## src/rtl/ap_ctrl_launcher.sv

```systemverilog
// ap_ctrl_launcher: initiator for the HLS block-level handshake. Launches a
// programmed batch of back-to-back kernel runs and records per-run latency,
// the peak latency, the total batch time and any protocol violations.
// Build option: define AP_CTRL_CHAIN_EN for ap_ctrl_chain (ap_continue
// pulses with ap_done); when it is undefined ap_continue is tied high
// (ap_ctrl_hs).
module ap_ctrl_launcher #(
   parameter int unsigned RUN_W = 16,
   parameter int unsigned GAP_W = 8,
   parameter int unsigned CYC_W = 32
) (
   input  logic             clock,
   input  logic             reset,
   input  logic             cfg_go,
   input  logic [RUN_W-1:0] cfg_num_runs,
   input  logic [GAP_W-1:0] cfg_gap,
   output logic             ap_start,
   output logic             ap_continue,
   input  logic             ap_ready,
   input  logic             ap_done,
   output logic             stat_busy,
   output logic             stat_done,
   output logic [RUN_W-1:0] stat_runs_done,
   output logic [CYC_W-1:0] stat_last_lat,
   output logic [CYC_W-1:0] stat_max_lat,
   output logic [CYC_W-1:0] stat_total_cyc,
   output logic             err_spurious
);

   typedef enum logic [1:0] {IDLE, START, WAIT_DONE, GAP} state_t;

   state_t           state_q, state_d;
   state_t           after_run;
   logic [RUN_W-1:0] num_runs_q, num_runs_d;
   logic [RUN_W-1:0] runs_done_q, runs_done_d;
   logic [GAP_W-1:0] gap_q, gap_d;
   logic [GAP_W-1:0] gap_cnt_q, gap_cnt_d;
   logic [CYC_W-1:0] lat_q, lat_d;
   logic [CYC_W-1:0] last_lat_q, last_lat_d;
   logic [CYC_W-1:0] max_lat_q, max_lat_d;
   logic [CYC_W-1:0] total_q, total_d;
   logic             done_q, done_d;
   logic             err_q, err_d;

   logic             go_ok;
   logic             complete;
   logic             last_run;
   logic             spurious;
   logic             new_run;

   // Saturating increment shared by every cycle counter.
   function automatic logic [CYC_W-1:0] sat_inc(input logic [CYC_W-1:0] x);
      return (x == '1) ? x : x + CYC_W'(1);
   endfunction

   // Decode per-cycle handshake events from the current state.
   always_comb begin
      go_ok    = (state_q == IDLE) && cfg_go;
      complete = ((state_q == START) && ap_ready && ap_done) ||
                 ((state_q == WAIT_DONE) && ap_done);
      last_run = (runs_done_q == (num_runs_q - RUN_W'(1)));
      spurious = (ap_done && ((state_q == IDLE) || (state_q == GAP))) ||
                 (ap_ready && (state_q != START));
      if (last_run) begin
         after_run = IDLE;
      end else if (gap_q == '0) begin
         after_run = START;
      end else begin
         after_run = GAP;
      end
   end

   // Next-state logic of the run sequencer.
   always_comb begin
      state_d = state_q;
      case (state_q)
         IDLE:      if (cfg_go && (cfg_num_runs != '0)) state_d = START;
         START:     if (ap_ready) state_d = ap_done ? after_run : WAIT_DONE;
         WAIT_DONE: if (ap_done) state_d = after_run;
         GAP:       if (gap_cnt_q == GAP_W'(1)) state_d = START;
         default:   state_d = IDLE;
      endcase
   end

   // State register.
   always_ff @(posedge clock) begin
      if (reset) begin
         state_q <= IDLE;
      end else begin
         state_q <= state_d;
      end
   end

   // Latency, statistics, gap and error bookkeeping.
   always_comb begin
      num_runs_d  = num_runs_q;
      gap_d       = gap_q;
      runs_done_d = runs_done_q;
      last_lat_d  = last_lat_q;
      max_lat_d   = max_lat_q;
      total_d     = total_q;
      gap_cnt_d   = gap_cnt_q;
      lat_d       = lat_q;
      err_d       = err_q;
      // A back-to-back START->START hop after a completion starts a fresh run.
      new_run     = (state_d == START) && ((state_q != START) || complete);

      if (go_ok) begin
         num_runs_d  = cfg_num_runs;
         gap_d       = cfg_gap;
         runs_done_d = '0;
         last_lat_d  = '0;
         max_lat_d   = '0;
         total_d     = '0;
         err_d       = 1'b0;
      end else if (state_q != IDLE) begin
         total_d = sat_inc(total_q);
      end

      if (new_run) begin
         lat_d = CYC_W'(1);
      end else if ((state_q == START) || (state_q == WAIT_DONE)) begin
         lat_d = sat_inc(lat_q);
      end

      if (complete) begin
         runs_done_d = runs_done_q + RUN_W'(1);
         last_lat_d  = lat_q;
         if (lat_q > max_lat_q) max_lat_d = lat_q;
         gap_cnt_d   = gap_q;
      end else if (state_q == GAP) begin
         gap_cnt_d = gap_cnt_q - GAP_W'(1);
      end

      done_d = (complete && last_run) || (go_ok && (cfg_num_runs == '0));
      if (spurious) err_d = 1'b1;
   end

   // Datapath registers.
   always_ff @(posedge clock) begin
      if (reset) begin
         num_runs_q  <= '0;
         gap_q       <= '0;
         runs_done_q <= '0;
         last_lat_q  <= '0;
         max_lat_q   <= '0;
         total_q     <= '0;
         gap_cnt_q   <= '0;
         lat_q       <= '0;
         done_q      <= 1'b0;
         err_q       <= 1'b0;
      end else begin
         num_runs_q  <= num_runs_d;
         gap_q       <= gap_d;
         runs_done_q <= runs_done_d;
         last_lat_q  <= last_lat_d;
         max_lat_q   <= max_lat_d;
         total_q     <= total_d;
         gap_cnt_q   <= gap_cnt_d;
         lat_q       <= lat_d;
         done_q      <= done_d;
         err_q       <= err_d;
      end
   end

   // Kernel-facing and status outputs decoded from registered state.
   always_comb begin
      ap_start       = (state_q == START);
      stat_busy      = (state_q != IDLE);
      stat_done      = done_q;
      stat_runs_done = runs_done_q;
      stat_last_lat  = last_lat_q;
      stat_max_lat   = max_lat_q;
      stat_total_cyc = total_q;
      err_spurious   = err_q;
`ifdef AP_CTRL_CHAIN_EN
      ap_continue    = !reset && ap_done &&
                       ((state_q == START) || (state_q == WAIT_DONE));
`else
      ap_continue    = 1'b1;
`endif
   end

endmodule

```

## config.mk

```make
export PLATFORM = sky130hd
export DESIGN_NAME = ap_ctrl_launcher
export DESIGN_NICKNAME = d
export VERILOG_FILES = /design/src/rtl/ap_ctrl_launcher.sv
export SDC_FILE = /design/constraint.sdc
export NUM_CORES = 1
export LEC_CHECK = 0
export CAP_MARGIN = 20
export CORE_UTILIZATION = 50
export DETAILED_ROUTE_END_ITERATION = 8
export GPL_TIMING_DRIVEN = 0
export PLACE_DENSITY = 0.74
export SLEW_MARGIN = 20
export SYNTH_ARGS = -nofsm -noshare
export SYNTH_HDL_FRONTEND = slang
export SYNTH_SLANG_ARGS = --single-unit
```

## constraint.sdc

```tcl
create_clock -name clock -period 7.5 [get_ports clock]
set_input_delay 2.25 -clock clock [delete_from_list [all_inputs] [get_ports clock]]
set_output_delay 2.25 -clock clock [all_outputs]
set_load 0.005 [all_outputs]
```

# After elaboration in Yosys (flattened, before gate mapping)
# Index checks and enable logic that the tools add are counted.
dict set report word_totals {
  reg_bits 180
  wordCells 82
}
dict set report op_classes {
  n_reduce_logical 30
  muxes 22
  magnitude_cmp 1
  n_eq_ne 10
  n_addsub 5
  bitwise 2
}
# op n
set ops {}
lappend ops {{two-way mux 32 bit} 5}
lappend ops {{adder 32 x 1 -> 32 bit (second input constant)} 2}
lappend ops {{equality test 32 bit (second input constant)} 2}
lappend ops {{greater-than comparator 32 bit} 1}
lappend ops {{two-way mux 16 bit} 2}
lappend ops {{adder 16 x 1 -> 16 bit (second input constant)} 1}
lappend ops {{equality test 16 bit} 1}
lappend ops {{logical NOT 16 bit} 1}
lappend ops {{two-way mux 8 bit} 2}
lappend ops {{nonzero test 16 bit} 1}
lappend ops {{subtractor 16 x 1 -> 16 bit (second input constant)} 1}
lappend ops {{two-way mux 2 bit} 7}
lappend ops {{logical AND 1 bit} 10}
lappend ops {{nonzero test 2 bit} 5}
lappend ops {{equality test 8 x 1 -> 1 bit (second input constant)} 1}
lappend ops {{logical NOT 8 bit} 1}
lappend ops {{case mux 2 bit (4 select lines)} 1}
lappend ops {{subtractor 8 x 1 -> 8 bit (second input constant)} 1}
lappend ops {{logical OR 1 bit} 6}
lappend ops {{AND reduction 2 bit} 3}
lappend ops {{two-way mux 1 bit} 5}
lappend ops {{equality test 2 x 1 -> 1 bit (second input constant)} 2}
lappend ops {{equality test 2 bit (second input constant)} 2}
lappend ops {{OR reduction 2 bit} 2}
lappend ops {{4 further kinds} 5}

# Longest topological paths before layout
# Gate-level depths: netlist of the first run.
dict set report depth {
  word_depth 10
  mapped_depth 12
}

# Worst setup path after synthesis of the first run
# Ideal clock, no wire load.
dict set report synth_path {
  path_kind {input to register}
  startpoint {input ap_ready}
  endpoint {register max_lat_q[0] (netlist: stat_max_lat[0])}
  n_path_buf 2
  path_stages 9
  arrival_time_ns 4.005
  setup_slack_ns 3.425
  path_cell_list {nand2_1 > a21bo_2 > clkbuf_1 > a21o_1 > or2_2 > nor3_1 > clkbuf_1 > o21bai_1 > o2bb2ai_1}
}
dict set report synth_between {
  elab_chain_len 4
}
# element line_no
set synth_lines {}
lappend synth_lines {{from (decl)} 19} ;# input logic ap_ready,
lappend synth_lines {{logical AND 1 bit (2 in a row)} 59} ;# complete = ((state_q == START) && ap_ready && ap_done) ||
lappend synth_lines {{logical OR 1 bit} 59}
lappend synth_lines {{two-way mux 32 bit} 126} ;# if (complete) begin
lappend synth_lines {{to (signal assigned)} 157} ;# max_lat_q <= max_lat_d;
lappend synth_lines {{to (decl)} 40} ;# logic [CYC_W-1:0] max_lat_q, max_lat_d;
# No other way between the ends.
# A chain may end at the register's enable or synchronous reset.

# Worst setup path in the final report of the first run
dict set report layout_path {
  startpoint {input ap_ready}
  endpoint {register max_lat_q[12] (netlist: stat_max_lat[12])}
}
# Same word-level chain as after synthesis.

==> out/qor.txt, run 1 <==
status: complete, but fails checks
failing checks: design-rule violations
f_max: 207.3 MHz
flops & latches, synth: 180
routed wire length: 25130 um
Root Driver: clkbuf_16
die width: 138.9 um
Starting Density: 0.5167
Port Buffers: 144
CTS H-tree depth: 4
crit path max fanout: 10
Total Nets Final: 1341
internal power: 1876 uW
Register Area: 3603 sq um
ant diodes: 0
Post-synth top flop: dfxtp_1
max-slew violations: 0
Initial DRC Count: 673
Post-Place Cells: 1479
post-route ant nets: 0
final critical-path share of the clock period: 0.6430
global route overflow: 0
Hold Path Class: reg -> reg
iteration count of the initial detailed-routing pass: 8
P&R area growth vs syn: 24.81%
CTS tree: built
critical path required time: 7.87 ns
CP Class: in -> reg
unrepaired setup endpoints after global routing: false
top post-synthesis cells by area: dfxtp_1 (38%), ha_1 (5.7%), nand2_1 (5.0%), xor2_1 (4.6%), a21oi_1 (4.3%)
Psw: 1026 uW
vias in the first global route: 7991
global-route wire length before repair: 41110 um
Commonest cells post-synth: dfxtp_1 (180), nand2_1 (126), nor2_1 (83)
crit start category: primary input
drt wl/cell: 16.64 um
GRT Util Overall: 0.2636
Yosys top cell by area: dfxtp_1
DPL Wire Length: 18200 um
Worst-Margin Slew: 0.9429 ns
die area: 19300 sq um
vias per cell: 5.738
Max-cap violations: 0
leakage power: 0.004165 uW
Boundary Pins: 146
Placer Congestion: 0.8856
Net Sw Frac: 0.3534
syn_nets: 1178
largest net degree at the start of global routing: 17
Cells after Synth: 1106
post-cts sizing count: 0
Syn Area/Cell: 8.478 sq um
Fill cells: 1618
Clock Path Buffers: 2
Layout Skew: 0.009630 ns
via count: 8664
Combinational Power Share: 0.316
post-synthesis cell type count: 69
CP arrival: 5.20 ns
Worst slew margin: 0.3701
register area share after synthesis: 0.3843
top cell type's share of synthesized area: 0.3843
FP Rows: 49
Post-route DRC: 11
initial antenna violation count: 0
clock slew at reported path FFs: 0.06 ns
# hold bufs at CTS: 0
Cell Pwr Density: 248.0 nW/um^2
Clock Latency Late Sink: 0.43 ns
Clk pwr share: 0.314
setup TNS: 0 ns
Post-CTS Setup Inserts: 0
yosys warns: 0
share of cells above drive strength 1: 0.06557
Die Span Y: 138.9 um
CTS Buf Count: 17
Max IR drop VDD: 0.1722 mV
CTS sink cnt: 180
post-layout util: 0.6449
core area: 18150 sq um
top-count cell post-synth: dfxtp_1
Non-Filler Instances: 1510
Seq pwr share: 0.370
crit end category: flop
Post-synth EDFFs: 0
post-route minimum period: 4.823 ns
ys async rst share: 0
final hold viol count: 0
Setup-failing EPs final: 0
area of the multi-input gates: 5253 sq um
Netlist Area Pre-Place: 9376 sq um
## cells in the final DEF, fill, tap and decap left out, types with 8 or more instances in the layout
cell type,Yosys,layout
nand3_1,69,69
and3_1,19,19
xor2_1,49,49
nor3_1,15,15
a22o_1,30,30
clkdlybuf4s50_1,0,144
a221o_1,31,31
xnor2_1,41,41
nand2_1,126,126
nor2_1,83,83
clkbuf_16,0,17
dfxtp_1,180,180
nor4_1,16,15
clkbuf_1,65,67
ha_1,43,43
a21oi_1,80,80
inv_1,53,53
o21ai_0,13,13
and4_1,12,12
nor3_2,32,32
nand4_1,26,26
a21o_1,8,8
## stage by stage
step                area, sq um  power (uW)  hold slack, ns  setup WS (ns)
floorplan                  9376        1735          0.4443          3.425
global placement          11100        1980          0.4566          2.315
detailed placement        11100        1995          0.4608          2.307
CTS                       11700        2903          0.4716          2.732
global route              11700        3051          0.4899          2.540
finish                    11700        2902          0.4660          2.677
## metal layers
layer | global-route usage | vias up | share of wire
met1 | 0.3672 | 4098 | 0.47
met4 | 0.07427 | 0 | 0.015
met3 | 0.04627 | 35 | 0.060
met2 | 0.4176 | 277 | 0.46
li1 | - | 4254 | -
met5 | 0 | - | 0
## flip-flops by register name (all words and copies together) (netlist names), 2 cells and up
register / flops
stat_max_lat: 32
stat_last_lat: 32
stat_total_cyc: 32
state_q: 2
lat_q: 32
gap_cnt_q: 8
gap_q: 8
num_runs_q: 16
stat_runs_done: 16
## logic make-up after synthesis
| logic type | synth area share |
|---|---|
| xor gates and xnor gates | 0.08407 |
| AOI/OAI and AO/OA | 0.1620 |
| muxes | 0.005738 |
| DFF | 0.3843 |
| adders and majority gates | 0.05738 |
| buffers and inverters | 0.05618 |
| and+or+nand+nor | 0.2499 |
| other | 0.0003999 |
## power groups by stage
stage          sequential (uW)  clock, uW  combinational, uW
6_report                  1070        912                917
5_1_grt                   1080        969               1000
4_1_cts                   1070        923                908
3_5_place_dp              1090          0                902
3_3_place_gp              1090          0                890
2_1_floorplan             1080          0                658
## layout make-up
| class | instances | share of cell area |
|---|---|---|
| Multi-Input combinational cell | 796 | 0.4488 |
| Sequential cell | 180 | 0.3079 |
| Timing Repair Buffer | 144 | 0.1232 |
| Clock buffer | 21 | 0.03935 |
| Buffer | 77 | 0.02801 |
| Tap cell | 229 | 0.02448 |
| Inverter | 53 | 0.01700 |
| Clock inverter | 10 | 0.01123 |
## path summary, 6_finish.rpt
check                                 from                             to  slack (ns)  cells after the start
min          stat_last_lat[1]$_SDFFE_PP0P_  stat_last_lat[1]$_SDFFE_PP0P_        0.47                      2
min reg2reg  stat_last_lat[1]$_SDFFE_PP0P_  stat_last_lat[1]$_SDFFE_PP0P_        0.47                      2
max                               ap_ready    stat_max_lat[12]$_SDFF_PP0_        2.68                     10
max reg2reg     num_runs_q[0]$_SDFFE_PP0P_         lat_q[17]$_SDFFE_PP0P_        4.09                     12
## worst max-delay path: stages
cell and delay (ns):
clkdlybuf4s50_1 0.56, nand2_1 0.14, a21bo_2 0.24, clkbuf_1 0.27, a21o_1 0.26, or2_2 0.30, nor3_1 0.34, clkbuf_1 0.50
a22o_1 0.24, a221o_1 0.10
Note: power is estimated with default switching activity, not from simulation.
==> run 2, diff against run 1 <==
--- a/config.mk
+++ b/config.mk
@@ -6,10 +6,10 @@
 export NUM_CORES = 1
 export LEC_CHECK = 0
 export CAP_MARGIN = 20
-export CORE_UTILIZATION = 50
+export CORE_UTILIZATION = 49
 export DETAILED_ROUTE_END_ITERATION = 8
 export GPL_TIMING_DRIVEN = 0
-export PLACE_DENSITY = 0.74
+export PLACE_DENSITY = 0.76
 export SLEW_MARGIN = 20
 export SYNTH_ARGS = -nofsm -noshare
 export SYNTH_HDL_FRONTEND = slang
==> constraint.sdc (replaced) <==
create_clock -name clock -period 4.2 [get_ports clock]
set_input_delay 1.26 -clock clock [delete_from_list [all_inputs] [get_ports clock]]
set_output_delay 1.26 -clock clock [all_outputs]
set_load 0.005 [all_outputs]
==> run 2 against run 1 <==
Wire length increased by 0.91%. Largest power group unchanged. Setup slack got worse by 2.3 ns. Critical endpoint is now stat_max_lat[18]$_SDFF_PP0_. Hold slack improved by 0.0011 ns. Combinational power increased by 78%. Clock skew increased by 0.0048 ns. The flow now finishes without violations.
==> out/qor.txt, run 2 (synthesis results as in run 1) <==
Max-cap violations: 0 (unchanged)
Root Driver: clkbuf_16
Initial DRC Count: 489 (-27%)
CTS tree: built
Combinational Power Share: 0.315 (about the same)
global route overflow: 0 (unchanged)
via count: 8741 (+0.89%)
ant diodes: 0 (unchanged)
internal power: 3292 uW (+75%)
Cell Pwr Density: 442.2 nW/um^2 (+78%)
Net Sw Frac: 0.3641 (+0.01071)
CTS Buf Count: 17 (unchanged)
Placer Congestion: 0.9119 (+3.0%)
Clk pwr share: 0.315 (about the same)
Starting Density: 0.5013 (-0.01541)
Hold Path Class: reg -> reg
core area: 18710 sq um (+3.1%)
Seq pwr share: 0.370 (about the same)
iteration count of the initial detailed-routing pass: 5 (-3)
CP arrival: 4.19 ns (-1.01 ns)
Max IR drop VDD: 0.3916 mV (+130%)
Total Nets Final: 1341 (unchanged)
Power Total: 5178 uW (+78%)
# hold bufs at CTS: 0 (unchanged)
FP Rows: 50 (+2.0%)
max-slew violations: 0 (unchanged)
GRT Util Overall: 0.2605 (-0.003062)
post-cts sizing count: 0 (unchanged)
Clock Path Buffers: 2 (unchanged)
Psw: 1885 uW (+84%)
final hold viol count: 0 (unchanged)
Post-Place Cells: 1484 (+0.34%)
post-route minimum period: 3.806 ns
Die Span Y: 140.3 um (+1.0%)
crit start category: primary input
Port Buffers: 144 (unchanged)
largest net degree at the start of global routing: 17 (unchanged)
unrepaired setup endpoints after global routing: false
f_max: 262.8 MHz
Post-CTS Setup Inserts: 0 (unchanged)
CP Class: in -> reg
final critical-path share of the clock period: 0.9061
die width: 140.3 um (+1.0%)
Post-route DRC: 0 (-11)
vias in the first global route: 8141 (+1.9%)
clock slew at reported path FFs: 0.07 ns (about the same)
Setup-failing EPs final: 0 (unchanged)
DPL Wire Length: 18580 um (+2.1%)
die area: 19690 sq um (+2.0%)
crit path max fanout: 10 (unchanged)
Worst slew margin: 0.3578 (-0.01229)
routed wire length: 25360 um (+0.91%)
crit end category: flop
vias per cell: 5.766 (+0.49%)
share of cells above drive strength 1: 0.06708 (+0.001509)
post-route ant nets: 0 (unchanged)
Boundary Pins: 146 (unchanged)
Non-Filler Instances: 1516 (+0.40%)
leakage power: 0.004155 uW (-0.23%)
Layout Skew: 0.01443 ns (+0.004800 ns)
Worst-Margin Slew: 0.9613 ns (+0.01839 ns)
most frequent cells in the layout: dfxtp_1 (180), clkdlybuf4s50_1 (144), nand2_1 (126)
initial antenna violation count: 0 (unchanged)
CTS sink cnt: 180 (unchanged)
status: complete, no violations
Clock Latency Late Sink: 0.44 ns (about the same)
drt wl/cell: 16.73 um (+0.51%)
setup TNS: 0 ns (unchanged)
critical path required time: 4.58 ns (-3.29 ns)
global-route wire length before repair: 41110 um (unchanged)
most common cell after layout, fill and taps aside: dfxtp_1
P&R area growth vs syn: 24.86% (about the same)
CTS H-tree depth: 4 (unchanged)
[run 2: changes by cell type in the layout (fill, tap and decap cells not counted), sizes merged]
cell | before | now
inv | 53 | 58
clkinv | 6 | 3
clkbuf | 86 | 84
clkinvlp | 1 | 3
bufinv | 3 | 2
[run 2: critical path, stage by stage]
cell             delay (ns)
clkdlybuf4s50_1        0.54
nand2_1                0.12
a21bo_2                0.22
clkbuf_1               0.26
a21o_1                 0.25
or2_2                  0.30
nor3_1                 0.32
clkbuf_1               0.55
a22o_1                 0.25
a221o_1                0.11
[run 2: power groups by stage]
| stage | combinational (uW) | clock [uW] | sequential (uW) |
|---|---|---|---|
| finish | 1630 | 1630 | 1910 |
| global route | 1790 | 1720 | 1930 |
| CTS | 1620 | 1640 | 1910 |
| detailed placement | 1610 | 0 | 1950 |
| global placement | 1590 | 0 | 1950 |
| floorplan | 1180 | 0 | 1920 |
[run 2: cell type report]
type                       instances  area (sq um)
fill                            1630          6998
multi-input combinational        796          5253
sequential                       180          3603
timing repair buffer             144          1441
clock buffer                      19         442.9
buffer                            77         327.8
tap                              234         292.8
inverter                          53         198.9
clock inverter                    13         147.6
[run 2: path summary, 6_finish.rpt]
check                                                   start                            end  slack, ns  cells after the start
worst max-delay path                                 ap_ready    stat_max_lat[18]$_SDFF_PP0_       0.39                     10
worst min-delay path            stat_last_lat[8]$_SDFFE_PP0P_  stat_last_lat[8]$_SDFFE_PP0P_       0.47                      2
worst min register to register  stat_last_lat[8]$_SDFFE_PP0P_  stat_last_lat[8]$_SDFFE_PP0P_       0.47                      2
worst max register to register     num_runs_q[0]$_SDFFE_PP0P_          lat_q[9]$_SDFFE_PP0P_       0.66                     12
[run 2: layer usage]
| layer | GRT usage | part of all wire | vias to the layer above |
|---|---|---|---|
| met5 | 0 | 0 | - |
| met2 | 0.4282 | 0.47 | 286 |
| met3 | 0.04034 | 0.055 | 46 |
| met1 | 0.3479 | 0.45 | 4157 |
| li1 | - | - | 4252 |
| met4 | 0.08849 | 0.022 | 0 |
[run 2: through the flow]
step	utilization	cell area [sq um]	worst slack (ns)	hold WS (ns)
3_3_place_gp	0.5940	11110	0.01634	0.4540
5_1_grt	0.6259	11710	0.2076	0.4894
4_1_cts	0.6256	11700	0.4637	0.4697
6_report	0.6259	11710	0.3944	0.4672
3_5_place_dp	0.5940	11110	0.01992	0.4584
2_1_floorplan	-	9376	1.115	0.4443
==> patch 1, RTL diff (settings of run 2) <==
Put a register stage on the output `err_spurious`. The value now appears one clock later. The other outputs are not delayed to match.
--- a/src/rtl/ap_ctrl_launcher.sv
+++ b/src/rtl/ap_ctrl_launcher.sv
@@ -28,6 +28,8 @@
 );
 
    typedef enum logic [1:0] {IDLE, START, WAIT_DONE, GAP} state_t;
+
+   logic err_spurious_d;
 
    state_t           state_q, state_d;
    state_t           after_run;
@@ -172,7 +174,7 @@
       stat_last_lat  = last_lat_q;
       stat_max_lat   = max_lat_q;
       stat_total_cyc = total_q;
-      err_spurious   = err_q;
+      err_spurious_d = err_q;
 `ifdef AP_CTRL_CHAIN_EN
       ap_continue    = !reset && ap_done &&
                        ((state_q == START) || (state_q == WAIT_DONE));
@@ -181,5 +183,9 @@
 `endif
    end
 
+   always_ff @(posedge clock) begin
+      err_spurious <= err_spurious_d;
+   end
+
 endmodule
 
Formal check against the unedited RTL: not equivalent (a bounded check fails within 4 cycles, from zero or initial values and one cycle with reset high).
==> patch 1 against run 2 <==
Clock power decreased by 8%; total power decreased by 2.2%; first-iteration DRC count increased by 22%; via count increased by 0.85%; setup slack got worse by 0.094 ns; wire length decreased by 0.49%; register-to-register slack improved by 0.06 ns; design area decreased by 0.27%; sequential cell count increased by 1; maximum frequency decreased by 2.4%; synthesized area increased by 0.21%; sequential share of layout area increased by 0.25 points; critical endpoint is now stat_max_lat[21]; largest cell class unchanged.
==> patch 1: results (changes against run 2) <==
outcome finished clean; Mapped Cells 1107 (+0.090%); max incr delay on CP 0.55 ns (about the same); Async SR Flop Fraction 0 (unchanged); largest net degree at the start of global routing 17 (unchanged); Crit path max-delay family buffers and inverters; vias per std cell 5.81 (+0.78%); sequential element share of the synthesized area 0.386 (+0.00131); H-tree depth 4 (unchanged); worst reg-to-reg path cell count 11 (-1); pre-CTS setup slack -0.108 ns (-0.128 ns); layout cells sized above 1 0.0663 (-0.000832); Post-Route Skew 0.0143 ns (-0.000142 ns); Clock Latency Late Sink 0.45 ns; dpl cells 1485 (+0.067%); initial DRC count 597 (+22%); top cells by count, synth dfxtp_1, nand2_1, nor2_1; nets@finish 1342 (+0.075%); CP max stage cell clkdlybuf4s50_1; CTS Buf Count 17 (unchanged); drt total wl 25200 um (-0.49%); n_diodes 0 (unchanged); top post-synthesis cells by area dfxtp_1, ha_1, nand2_1; Fillers 1636 (+0.37%); Max VDD drop 0.364 mV (-7.1%); CTS resizes 0 (unchanged); clk slew on worst S/H paths 0.07 ns (about the same); HPWL Detailed 18300 um (-1.5%); Crit Path Max Fanout 10 (unchanged); vias in the first global route 7971 (-2.1%); Leak 4.13 nW (-0.55%); GRT Total Usage 0.255 (-0.00572); Yosys cell types 69 (unchanged); Worst slew margin 0.362 (+0.00454); Post-Syn Nets 1179 (+0.085%); gp weighted congestion 0.879 (-3.6%); first-pass GRT wire length 40100 um (-2.5%); DR vias 8815 (+0.85%); crit path DAT 4.29 ns (+0.10 ns); post-CTS setup buffers 0 (unchanged); YS warnings 0 (unchanged); initial antenna violation count 0 (unchanged); EDFF count, synth 0 (unchanged); drt first pass iters 5 (unchanged); hold depth 0 (-2); CTS Buffer Depth 2 (unchanged)
-- patch 1: path summary, 6_finish.rpt --
path / startpoint / end / slack [ns]
hold reg to reg: err_q / err_spurious / 0.36
setup reg to reg: stat_max_lat[31] / stat_max_lat[21] / 0.72
setup / recovery: ap_ready / stat_max_lat[21] / 0.30
hold / removal: err_q / err_spurious / 0.36
-- patch 1: layout make-up --
type | instances | share of cell area
Multi-Input combinational cell | 796 | 0.450
Sequential cell | 181 | 0.310
Timing Repair Buffer | 144 | 0.123
Clock buffer | 21 | 0.0394
Buffer | 77 | 0.0281
Tap cell | 234 | 0.0251
Inverter | 53 | 0.0170
Clock inverter | 11 | 0.00675
-- patch 1: metrics by stage --
stage / cell area (sq um) / util / setup TNS [ns]
6_report: 11700 / 0.622 / 0
5_1_grt: 11700 / 0.622 / 0
4_1_cts: 11700 / 0.622 / 0
3_5_place_dp: 11100 / 0.593 / -1.57
3_3_place_gp: 11100 / 0.593 / -0.890
2_1_floorplan: 9400 / - / 0
-- patch 1: routing by layer --
layer,track usage,vias to the layer above,wire length (um)
met5,0,-,0
met4,0.0881,0,590
met3,0.0472,49,1530
met2,0.415,300,11600
met1,0.339,4222,11500
li1,-,4244,-
-- patch 1: power breakdown --
part	switching (mW)	internal (mW)
Clock	0.707	0.788
Combinational	1.06	0.580
Sequential	0.106	1.82
Total	1.87	3.19
-- patch 1: worst register-to-register path, delay by kind of cell, from the launching register on --
family	cells	cell delay, ns
flip-flops	1	0.41
buffers and inverters	2	0.37
AO/OA/AOI/OAI	3	0.83
adder cells (fa/ha/maj)	1	0.35
AND/OR/NAND/NOR	5	1.41
-- patch 1: cell families after synthesis --
kind of cell,Yosys count,synth area share
multiplexers,5,0.00573
AO/OA/AOI/OAI,214,0.162
adder cells (fa/ha/maj),43,0.0573
flip-flops,181,0.386
XOR/XNOR,90,0.0839
other,1,0.000399
buffers and inverters,130,0.0561
AND/OR/NAND/NOR,443,0.249
==> patch 2, RTL diff (settings of run 2) <==
Made on the original files. Change the parameter `RUN_W` from 16 to 32.
--- a/src/rtl/ap_ctrl_launcher.sv
+++ b/src/rtl/ap_ctrl_launcher.sv
@@ -5,7 +5,7 @@
 // pulses with ap_done); when it is undefined ap_continue is tied high
 // (ap_ctrl_hs).
 module ap_ctrl_launcher #(
-   parameter int unsigned RUN_W = 16,
+   parameter int unsigned RUN_W = 32,
    parameter int unsigned GAP_W = 8,
    parameter int unsigned CYC_W = 32
 ) (
Interface: changed (resized cfg_num_runs and stat_runs_done); port bits go from 146 to 178. The function was not compared with the original's and may differ.
==> patch 2 against run 2 <==
Synthesized cell count rose by 28%; die area rose by 23%; total power rose by 11%; maximum frequency fell by 3.8%; count of clock-buffer cells in the layout rose by 14; via count rose by 25%; sequential cell count rose by 32; register-to-register slack got worse by 0.42 ns; synthesized area rose by 23%; critical endpoint is now lat_q[7]; design area rose by 24%; wire length rose by 27%; worst hold slack got worse by 0.0022 ns; setup slack got worse by 0.15 ns; critical path type is now flop to flop.
==> patch 2: results (changes against run 2) <==
Post-Syn Nets 1506 (+28%); sequential element share of the synthesized area 0.367 (-0.0172); multi-input gates 1069 (+34%); Fillers 2036 (+25%); HPWL Detailed 24000 um (+29%); hold_sp stat_last_lat[13]; syn_area_per_cell 8.15 sq um (-3.8%); CTS Sinks 212 (+18%); first-pass GRT wire length 51100 um (+24%); post-synthesis mux area share 0.0343 (+0.0286); FF+latch area 0.00424 sq mm (+18%); Post-CTS Hold Buffers 0 (unchanged); H-tree depth 1 (-3); top cells by count, synth dfxtp_1, nand2_1, a21oi_1; Leak 4.80 nW (+15%); crit path DAT 4.38 ns (+0.19 ns); top post-synthesis cells by area dfxtp_1, nand2_1, a21oi_1; nets@finish 1708 (+27%); routed len/inst 16.6 um (-0.94%); Post-Synth XOR/XNOR Area 0.0727 (-0.0113); dpl cells 1907 (+29%); Clock Latency Late Sink 0.52 ns (+0.08 ns); core area 0.0229 sq mm (+23%); GR Layer Usage met1 0.337 (-0.0107); max incr delay on CP 0.58 ns (+0.03 ns); crit path launch type flop; clock buffers 33 (+14); Yosys cell types 72 (+4.3%); largest net degree at the start of global routing 13 (-4); Final non-clock buffer share 0.147 (-0.00406); post-synthesis adder-cell area fraction 0.0465 (-0.0108); dpl cell area 0.0137 sq mm (+23%); layout cells sized above 1 0.0600 (-0.00703); Post-Route Skew 0.0161 ns (+0.00164 ns); vias in the first global route 10100 (+24%); outcome finished clean; GRT Total Usage 0.262 (+0.00114); gp weighted congestion 0.911 (about the same); Max VDD drop 0.244 mV (-38%); CTS Buffer Depth 3 (+1); CP max stage cell or4b_1; M3 GR Usage 0.0356 (-0.00479); fin util 0.633 (+0.00715); Compound-Gate Fraction of Synth Area 0.148 (-0.0142); IO Port Bufs 176 (+22%); Clock-cell share 0.0542 (+0.00372); nonclk buf count 260 (+18%); pre-CTS setup slack 0.00726 ns (-0.0127 ns); initial DRC count 560 (+15%); CTS Buf Count 24 (+7); actual slew at the worst max-slew pin 0.828 ns (-0.134 ns); Crit path max-delay family compound AO/OA/AOI/OAI gates; grt met2 use 0.447 (+0.0186); vias per std cell 5.64 (-2.2%); initial antenna violation count 2 (+2); multi-input combinational cell area 0.00675 sq mm (+29%)
==> patch 2: changes by cell type after synthesis, sizes merged, moves of 32 or more <==
cell and delta:
nand2b +34, nand2 +84, a21oi +39, mux2i +32, dfxtp +32
==> patch 2: path summary, 6_finish.rpt <==
kind                       end  cells past startpoint  slack, ns
max                   lat_q[7]                     12       0.24
min          stat_last_lat[13]                      2       0.46
max reg2reg           lat_q[7]                     12       0.24
min reg2reg  stat_last_lat[13]                      2       0.46
==> patch 2: report_power, final <==
| part | internal (mW) | switching, mW | leakage, nW |
|---|---|---|---|
| Clock | 1.30 | 0.813 | 0.384 |
| Sequential | 2.10 | 0.108 | 1.71 |
| Combinational | 0.515 | 0.922 | 2.70 |
==> patch 2: metal layers <==
layer,vias up,share of wire
met2,306,0.47
met1,5183,0.44
li1,5408,-
met3,69,0.051
met4,0,0.031
met5,-,0
